`src/rtl/int_mul_pipelined_pkg.sv`:
```
`default_nettype none
// ============================================================================
// Module   : int_mul_pipelined_pkg
// Purpose  : Shared ALU func3 constants and request struct for the integer
//            multiplier pipeline.
// Revision : 1.0  initial release
// ============================================================================
package int_mul_pipelined_pkg;

    // Widest operand and tag the request struct can carry; narrower
    // configurations occupy the low bits.
    localparam int MUL_XLEN_MAX  = 64;
    localparam int MUL_TAG_W_MAX = 16;

    localparam logic [2:0] MUL_FUNC3    = 3'b000;
    localparam logic [2:0] MULH_FUNC3   = 3'b001;
    localparam logic [2:0] MULHSU_FUNC3 = 3'b010;
    localparam logic [2:0] MULHU_FUNC3  = 3'b011;

    typedef struct packed {
        logic [2:0]               func3;
        logic [MUL_XLEN_MAX-1:0]  rs1;
        logic [MUL_XLEN_MAX-1:0]  rs2;
        logic [MUL_TAG_W_MAX-1:0] tag;
    } int_mul_req_t;

endpackage
`default_nettype wire

```
`src/rtl/int_mul_core.sv`:
```
`default_nettype none
// ============================================================================
// Module   : int_mul_core
// Purpose  : Combinational RV M-extension product generator and half select.
// Revision : 1.0  initial release
// ============================================================================
module int_mul_core
    import int_mul_pipelined_pkg::*;
#(
    parameter int DATA_LEN = 32,
    parameter int TAG_W    = 6
) (
    input  int_mul_req_t          req_i,
    output logic [DATA_LEN-1:0]   rslt_o,
    output logic [TAG_W-1:0]      tag_o
);

    localparam int PW = 2*DATA_LEN + 2;

    logic                    rs1_sgn;
    logic                    rs2_sgn;
    logic signed [DATA_LEN:0] op1;
    logic signed [DATA_LEN:0] op2;
    logic signed [PW-1:0]    prod;
    logic                    unused_bits;

    always_comb begin
        rs1_sgn = (req_i.func3 == MULH_FUNC3) || (req_i.func3 == MULHSU_FUNC3);
        rs2_sgn = (req_i.func3 == MULH_FUNC3);
        op1     = $signed({rs1_sgn & req_i.rs1[DATA_LEN-1], req_i.rs1[DATA_LEN-1:0]});
        op2     = $signed({rs2_sgn & req_i.rs2[DATA_LEN-1], req_i.rs2[DATA_LEN-1:0]});
        prod    = PW'(op1) * PW'(op2);

        rslt_o = '0;
        case (req_i.func3)
            MUL_FUNC3:                             rslt_o = prod[DATA_LEN-1:0];
            MULH_FUNC3, MULHSU_FUNC3, MULHU_FUNC3: rslt_o = prod[2*DATA_LEN-1:DATA_LEN];
            default:                               rslt_o = '0;
        endcase

        tag_o = req_i.tag[TAG_W-1:0];
        // Struct padding above DATA_LEN/TAG_W and the two product guard bits
        // are intentionally dropped.
        unused_bits = ^{req_i.rs1, req_i.rs2, req_i.tag, prod};
    end

endmodule
`default_nettype wire

```
`src/rtl/int_mul_pipelined.sv`:
```
`default_nettype none
// ============================================================================
// Module   : int_mul_pipelined
// Purpose  : Elastic STAGES-slot integer multiplier with tag sideband and
//            flush. Define INT_MUL_PERF_CNT_EN to add perf counter outputs.
// Revision : 1.0  initial release
// ============================================================================
module int_mul_pipelined
    import int_mul_pipelined_pkg::*;
#(
    parameter int DATA_LEN = 32,
    parameter int STAGES   = 2,
    parameter int TAG_W    = 6
) (
    input  logic                clk,
    input  logic                rst,
    input  logic                in_valid,
    output logic                in_ready,
    input  logic [2:0]          in_func3,
    input  logic [DATA_LEN-1:0] in_rs1,
    input  logic [DATA_LEN-1:0] in_rs2,
    input  logic [TAG_W-1:0]    in_tag,
    input  logic                flush,
    output logic                out_valid,
    input  logic                out_ready,
    output logic [DATA_LEN-1:0] out_rslt,
    output logic [TAG_W-1:0]    out_tag
`ifdef INT_MUL_PERF_CNT_EN
    ,
    output logic [31:0]         perf_mul_cnt,
    output logic [31:0]         perf_stall_cnt
`endif
);

    int_mul_req_t          req;
    logic [DATA_LEN-1:0]   core_rslt;
    logic [TAG_W-1:0]      core_tag;
    logic                  accept;
    logic [STAGES-1:0]     adv;
    logic [STAGES-1:0]     valid_q, valid_d;
    logic [DATA_LEN-1:0]   rslt_q [STAGES];
    logic [DATA_LEN-1:0]   rslt_d [STAGES];
    logic [TAG_W-1:0]      tag_q  [STAGES];
    logic [TAG_W-1:0]      tag_d  [STAGES];

    always_comb begin
        req       = '0;
        req.func3 = in_func3;
        req.rs1   = MUL_XLEN_MAX'(in_rs1);
        req.rs2   = MUL_XLEN_MAX'(in_rs2);
        req.tag   = MUL_TAG_W_MAX'(in_tag);
    end

    int_mul_core #(
        .DATA_LEN (DATA_LEN),
        .TAG_W    (TAG_W)
    ) u_core (
        .req_i  (req),
        .rslt_o (core_rslt),
        .tag_o  (core_tag)
    );

    // Advance resolves from the output backwards so a full pipe still
    // moves every slot in the same cycle the consumer takes a result.
    always_comb begin
        adv = '0;
        adv[STAGES-1] = valid_q[STAGES-1] & out_ready;
        for (int k = STAGES-2; k >= 0; k--) begin
            adv[k] = valid_q[k] & (~valid_q[k+1] | adv[k+1]);
        end
    end

    assign in_ready  = ~valid_q[0] | adv[0];
    assign accept    = in_valid & in_ready & ~flush;
    assign out_valid = valid_q[STAGES-1] & ~flush;
    assign out_rslt  = rslt_q[STAGES-1];
    assign out_tag   = tag_q[STAGES-1];

    always_comb begin
        valid_d = valid_q;
        rslt_d  = rslt_q;
        tag_d   = tag_q;
        for (int k = 0; k < STAGES; k++) begin
            if (adv[k]) valid_d[k] = 1'b0;
        end
        if (accept) begin
            valid_d[0] = 1'b1;
            rslt_d[0]  = core_rslt;
            tag_d[0]   = core_tag;
        end
        for (int k = 1; k < STAGES; k++) begin
            if (adv[k-1]) begin
                valid_d[k] = 1'b1;
                rslt_d[k]  = rslt_q[k-1];
                tag_d[k]   = tag_q[k-1];
            end
        end
        if (flush) valid_d = '0;
    end

    always_ff @(posedge clk or posedge rst) begin
        if (rst) begin
            valid_q <= '0;
            for (int k = 0; k < STAGES; k++) begin
                rslt_q[k] <= '0;
                tag_q[k]  <= '0;
            end
        end else begin
            valid_q <= valid_d;
            rslt_q  <= rslt_d;
            tag_q   <= tag_d;
        end
    end

`ifdef INT_MUL_PERF_CNT_EN
    logic [31:0] mul_cnt_q;
    logic [31:0] stall_cnt_q;

    always_ff @(posedge clk or posedge rst) begin
        if (rst) begin
            mul_cnt_q   <= '0;
            stall_cnt_q <= '0;
        end else begin
            if (accept && (mul_cnt_q != '1))
                mul_cnt_q <= mul_cnt_q + 32'd1;
            if (out_valid && !out_ready && (stall_cnt_q != '1))
                stall_cnt_q <= stall_cnt_q + 32'd1;
        end
    end

    assign perf_mul_cnt   = mul_cnt_q;
    assign perf_stall_cnt = stall_cnt_q;
`endif

endmodule
`default_nettype wire

```
`config.mk`:
```
export PLATFORM = sky130hd
export DESIGN_NAME = int_mul_pipelined
export DESIGN_NICKNAME = d
export VERILOG_FILES = /design/src/rtl/int_mul_pipelined_pkg.sv /design/src/rtl/int_mul_core.sv /design/src/rtl/int_mul_pipelined.sv
export SDC_FILE = /design/constraint.sdc
export NUM_CORES = 2
export LEC_CHECK = 0
export CORE_ASPECT_RATIO = 1.2
export CORE_UTILIZATION = 45
export CTS_BUF_LIST = sky130_fd_sc_hd__clkbuf_2 sky130_fd_sc_hd__clkbuf_4 sky130_fd_sc_hd__clkbuf_8
export DETAILED_ROUTE_END_ITERATION = 7
export GPL_ROUTABILITY_DRIVEN = 1
export SLEW_MARGIN = 20
export SYNTH_ARGS = -nofsm -noshare
export SYNTH_HDL_FRONTEND = slang
export SYNTH_SLANG_ARGS = --single-unit
```
`constraint.sdc`:
```
create_clock -name clk -period 2.31 [get_ports clk]
set_input_delay 0.462 -clock clk [delete_from_list [all_inputs] [get_ports clk]]
set_output_delay 0.462 -clock clk [all_outputs]
set_load 0.02 [all_outputs]
```
==> summary.txt <==
Outcome
  – Status: complete, but fails checks
  – Violations in the final reports: setup timing

Min path
  – Class of the most critical hold timing path: flop to flop

Worst setup path
  – Cell family with most CP delay: adder cells
  – Endpoint class of the critical path: flop
  – Critical-path cell with the highest stage delay: sky130_fd_sc_hd__fa_2
  – Slowest Stage Delay on Critical Path: 0.64 ns
  – Nature of the critical path startpoint: input pin
  – Critical Path Most Common Cell: sky130_fd_sc_hd__fa_1
  – Signal arrival time at the worst endpoint: 7.75 ns
  – Maximum fanout encountered on the critical timing path: 8
  – Setup Crit Path Kind: input pin to flop
  – Required time reported for the critical path endpoint: 2.60 ns
  – Crit path buf inv count: 10

Final layout
  – Number of diodes added for antenna fixing: 0
  – Most common cell after layout, fill and taps aside: sky130_fd_sc_hd__inv_1
  – End-of-flow core utilization: 57.7%
  – Sequential Area: 1950 µm²
  – Count of fill cells added during filler insertion: 7758
  – Area of combinational cells with multiple inputs: 35500 µm²
  – Commonest cells after routing, fill and taps aside: sky130_fd_sc_hd__inv_1 (1116), sky130_fd_sc_hd__fa_1 (1048), sky130_fd_sc_hd__nand2_1 (767)
  – # nets final: about 6500
  – Final instance area: 52400 µm²
  – Final Non-Filler Cells: between 6000 and 7000
  – Area overhead of the layout relative to synthesis: 26.7%
  – Fraction of final layout cells sized beyond drive strength 1: roughly a quarter

Clock tree
  – Clock tree from TritonCTS: yes
  – TritonCTS Sinks: 78
  – Clock tree root buffer cell: sky130_fd_sc_hd__clkbuf_8
  – CTS clk-pin slew, worst paths: 0.08 ns
  – Clock latency at the later pin of the worst-skew pair: around 0.36 ns
  – Number of buffers inserted during clock tree synthesis: 9
  – Buffer depth of the longest clock path: 2
  – H-tree depth: 3

Placement
  – Placed cell area: 48200 µm²
  – Final weighted congestion in routability-driven placement: 0.883
  – Sum of net half-perimeters after detailed placement: 100000 µm
  – Post-Place Cells: 6050
  – Total of buffers placed on input and output ports: 117

Floorplan
  – Number of cell rows: 121
  – Width of the chip: 279 µm
  – Height of the die: 334 µm
  – Die ar.: between 90000 and 100000 µm²
  – Core region area: approximately 91000 µm²
  – Effective utilization at floorplan: 45.5%
  – Top-level port count: 118

STA
  – Measured slew at the worst slew-check pin: 0.610 ns
  – Worst clock skew: 0.0118 ns
  – Setup TNS Final: -157.60 ns
  – Final hold viol count: 0
  – RSZ-0062 raised after global routing: yes
  – Max-slew headroom: approximately 60%
  – Final critical path time including I/O delays and setup: between 7 and 8 ns
  – Final setup vio count: 32
  – Share of the clock period used by the worst path: 323%
  – Final worst slack: -5.15 ns
  – Final Max Slew Viols: 0
  – Top achievable clock speed: 0.134 GHz

Global routing
  – Maximum number of pins on one net before global-route repair: 43
  – Number of global-route vias before repair: 35287
  – All-Layer GR Usage: 28.0%
  – Global-route congestion overflow total: 0
  – Number of antenna violations at the first check in global routing: 1
  – First-pass GRT wire length: about 200000 µm

Run
  – Max-Cap Viols: 0

Synth
  – Primary FF master, synth: sky130_fd_sc_hd__dfrtp_1
  – Flip-flop and latch count after synthesis: 78
  – Sequential area share after synthesis: under 10%
  – Synthesized instance count: 4519
  – Fraction of registers with async set or reset after synthesis: 100%
  – Mapped Area: 41400 µm²
  – Per-instance average area after synthesis: 9.15 µm²
  – Number of synthesized flops with an enable pin: 0
  – Post-synthesis net count: 5934
  – Number of different library cells in the post-synthesis netlist: 71
  – Number of warnings reported in the yosys synthesis log: 0

Detailed routing
  – Via/cell ratio: a little over 5
  – Post-route DRC violation count: 0
  – DRC marker count from the first detailed-route iteration: 1708
  – Number of search-and-repair iterations in the first detailed-routing pass: 6
  – Routed WL: 126000 µm
  – Via total after detailed routing: roughly 32000
  – Number of nets still failing antenna checks after routing: 0
  – Wire length per cell: approximately 20 µm
-- final timing paths --
path                              from          end  slack, ns  cells after the start
setup / recovery           in_func3[0]   rslt_q[52]      -5.15                     32
hold / removal              rslt_q[43]   rslt_q[43]       0.49                      2
setup reg to reg            valid_q[1]   rslt_q[63]       0.48                      7
hold reg to reg             rslt_q[43]   rslt_q[43]       0.49                      2
max in group asynchronous          rst   rslt_q[61]       1.29                      3
min in group asynchronous          rst  out_rslt[1]       0.50                      2
-- layer usage --
layer,track usage (%),routed length (µm)
met4,11.7,6760
met1,32.3,44800
met5,0,13
met3,3.56,6930
met2,51.8,67600
-- cell usage after synthesis, types with 44 or more instances --
library cell,count,share of area [%]
sky130_fd_sc_hd__ha_1,212,6.4
sky130_fd_sc_hd__xnor2_1,52,1.1
sky130_fd_sc_hd__nand2_1,831,7.5
sky130_fd_sc_hd__a21oi_1,70,0.85
sky130_fd_sc_hd__inv_1,1184,11
sky130_fd_sc_hd__and2_1,294,4.4
sky130_fd_sc_hd__dfrtp_1,78,4.7
sky130_fd_sc_hd__o21ai_0,50,0.61
sky130_fd_sc_hd__mux2_2,44,1.2
sky130_fd_sc_hd__fa_1,1125,54
sky130_fd_sc_hd__nor2_1,57,0.52
sky130_fd_sc_hd__clkbuf_1,231,2.1
-- flip-flops by register name, indices dropped and copies added (netlist names) --
signal,cells
out_tag,6
valid_q,2
rslt_q,32
out_rslt,32
tag_q,6
-- worst register-to-register path: stages (launching register included) --
cell                       delay, ns
sky130_fd_sc_hd__dfrtp_1        0.37
sky130_fd_sc_hd__nor2b_1        0.14
sky130_fd_sc_hd__nand2_1        0.08
sky130_fd_sc_hd__nand3b_1       0.25
sky130_fd_sc_hd__buf_4          0.25
sky130_fd_sc_hd__nor3_1         0.31
sky130_fd_sc_hd__nand4_1        0.15
sky130_fd_sc_hd__o211ai_1       0.19
-- logic make-up after synthesis --
kind of cell	Yosys count	synth area share, %
and+or+nand+nor	1270	13.9
xor gates and xnor gates	75	1.59
buffers and inverters	1463	13.7
DFF	78	4.72
adders and majority gates	1337	60.9
muxes	45	1.22
AOI/OAI and AO/OA	251	4.06
-- cell type report --
cell class / count / share of cell area [%]
flip-flops and latches: 78 / 3.72
clock buffers: 10 / 0.263
multi-input cells: 2978 / 67.8
well taps: 1168 / 2.79
clock inverters: 4 / 0.138
repair buffers: 825 / 16.8
inverters: 1184 / 8.51
-- what timing repair did --
item / in CTS / in global routing
pin swaps: 248 / 196
gates cloned: 37 / 1
buffers inserted: 123 / 38
gates resized for setup: 581 / 188
hold buffers: 0 / 0
endpoints found under the setup margin: 32 / 32
-- through the flow --
step / hold WS (ns) / setup slack, ns
after floorplan: 0.446 / -5.32
after global placement: 0.471 / -5.96
after detailed placement: 0.477 / -6.03
after CTS: 0.495 / -5.20
after global routing: 0.512 / -5.35
final: 0.489 / -5.15
Power is left out: the tool's default activity adds up to more than one toggle a clock period on the data nets, which glitch-free logic cannot reach.
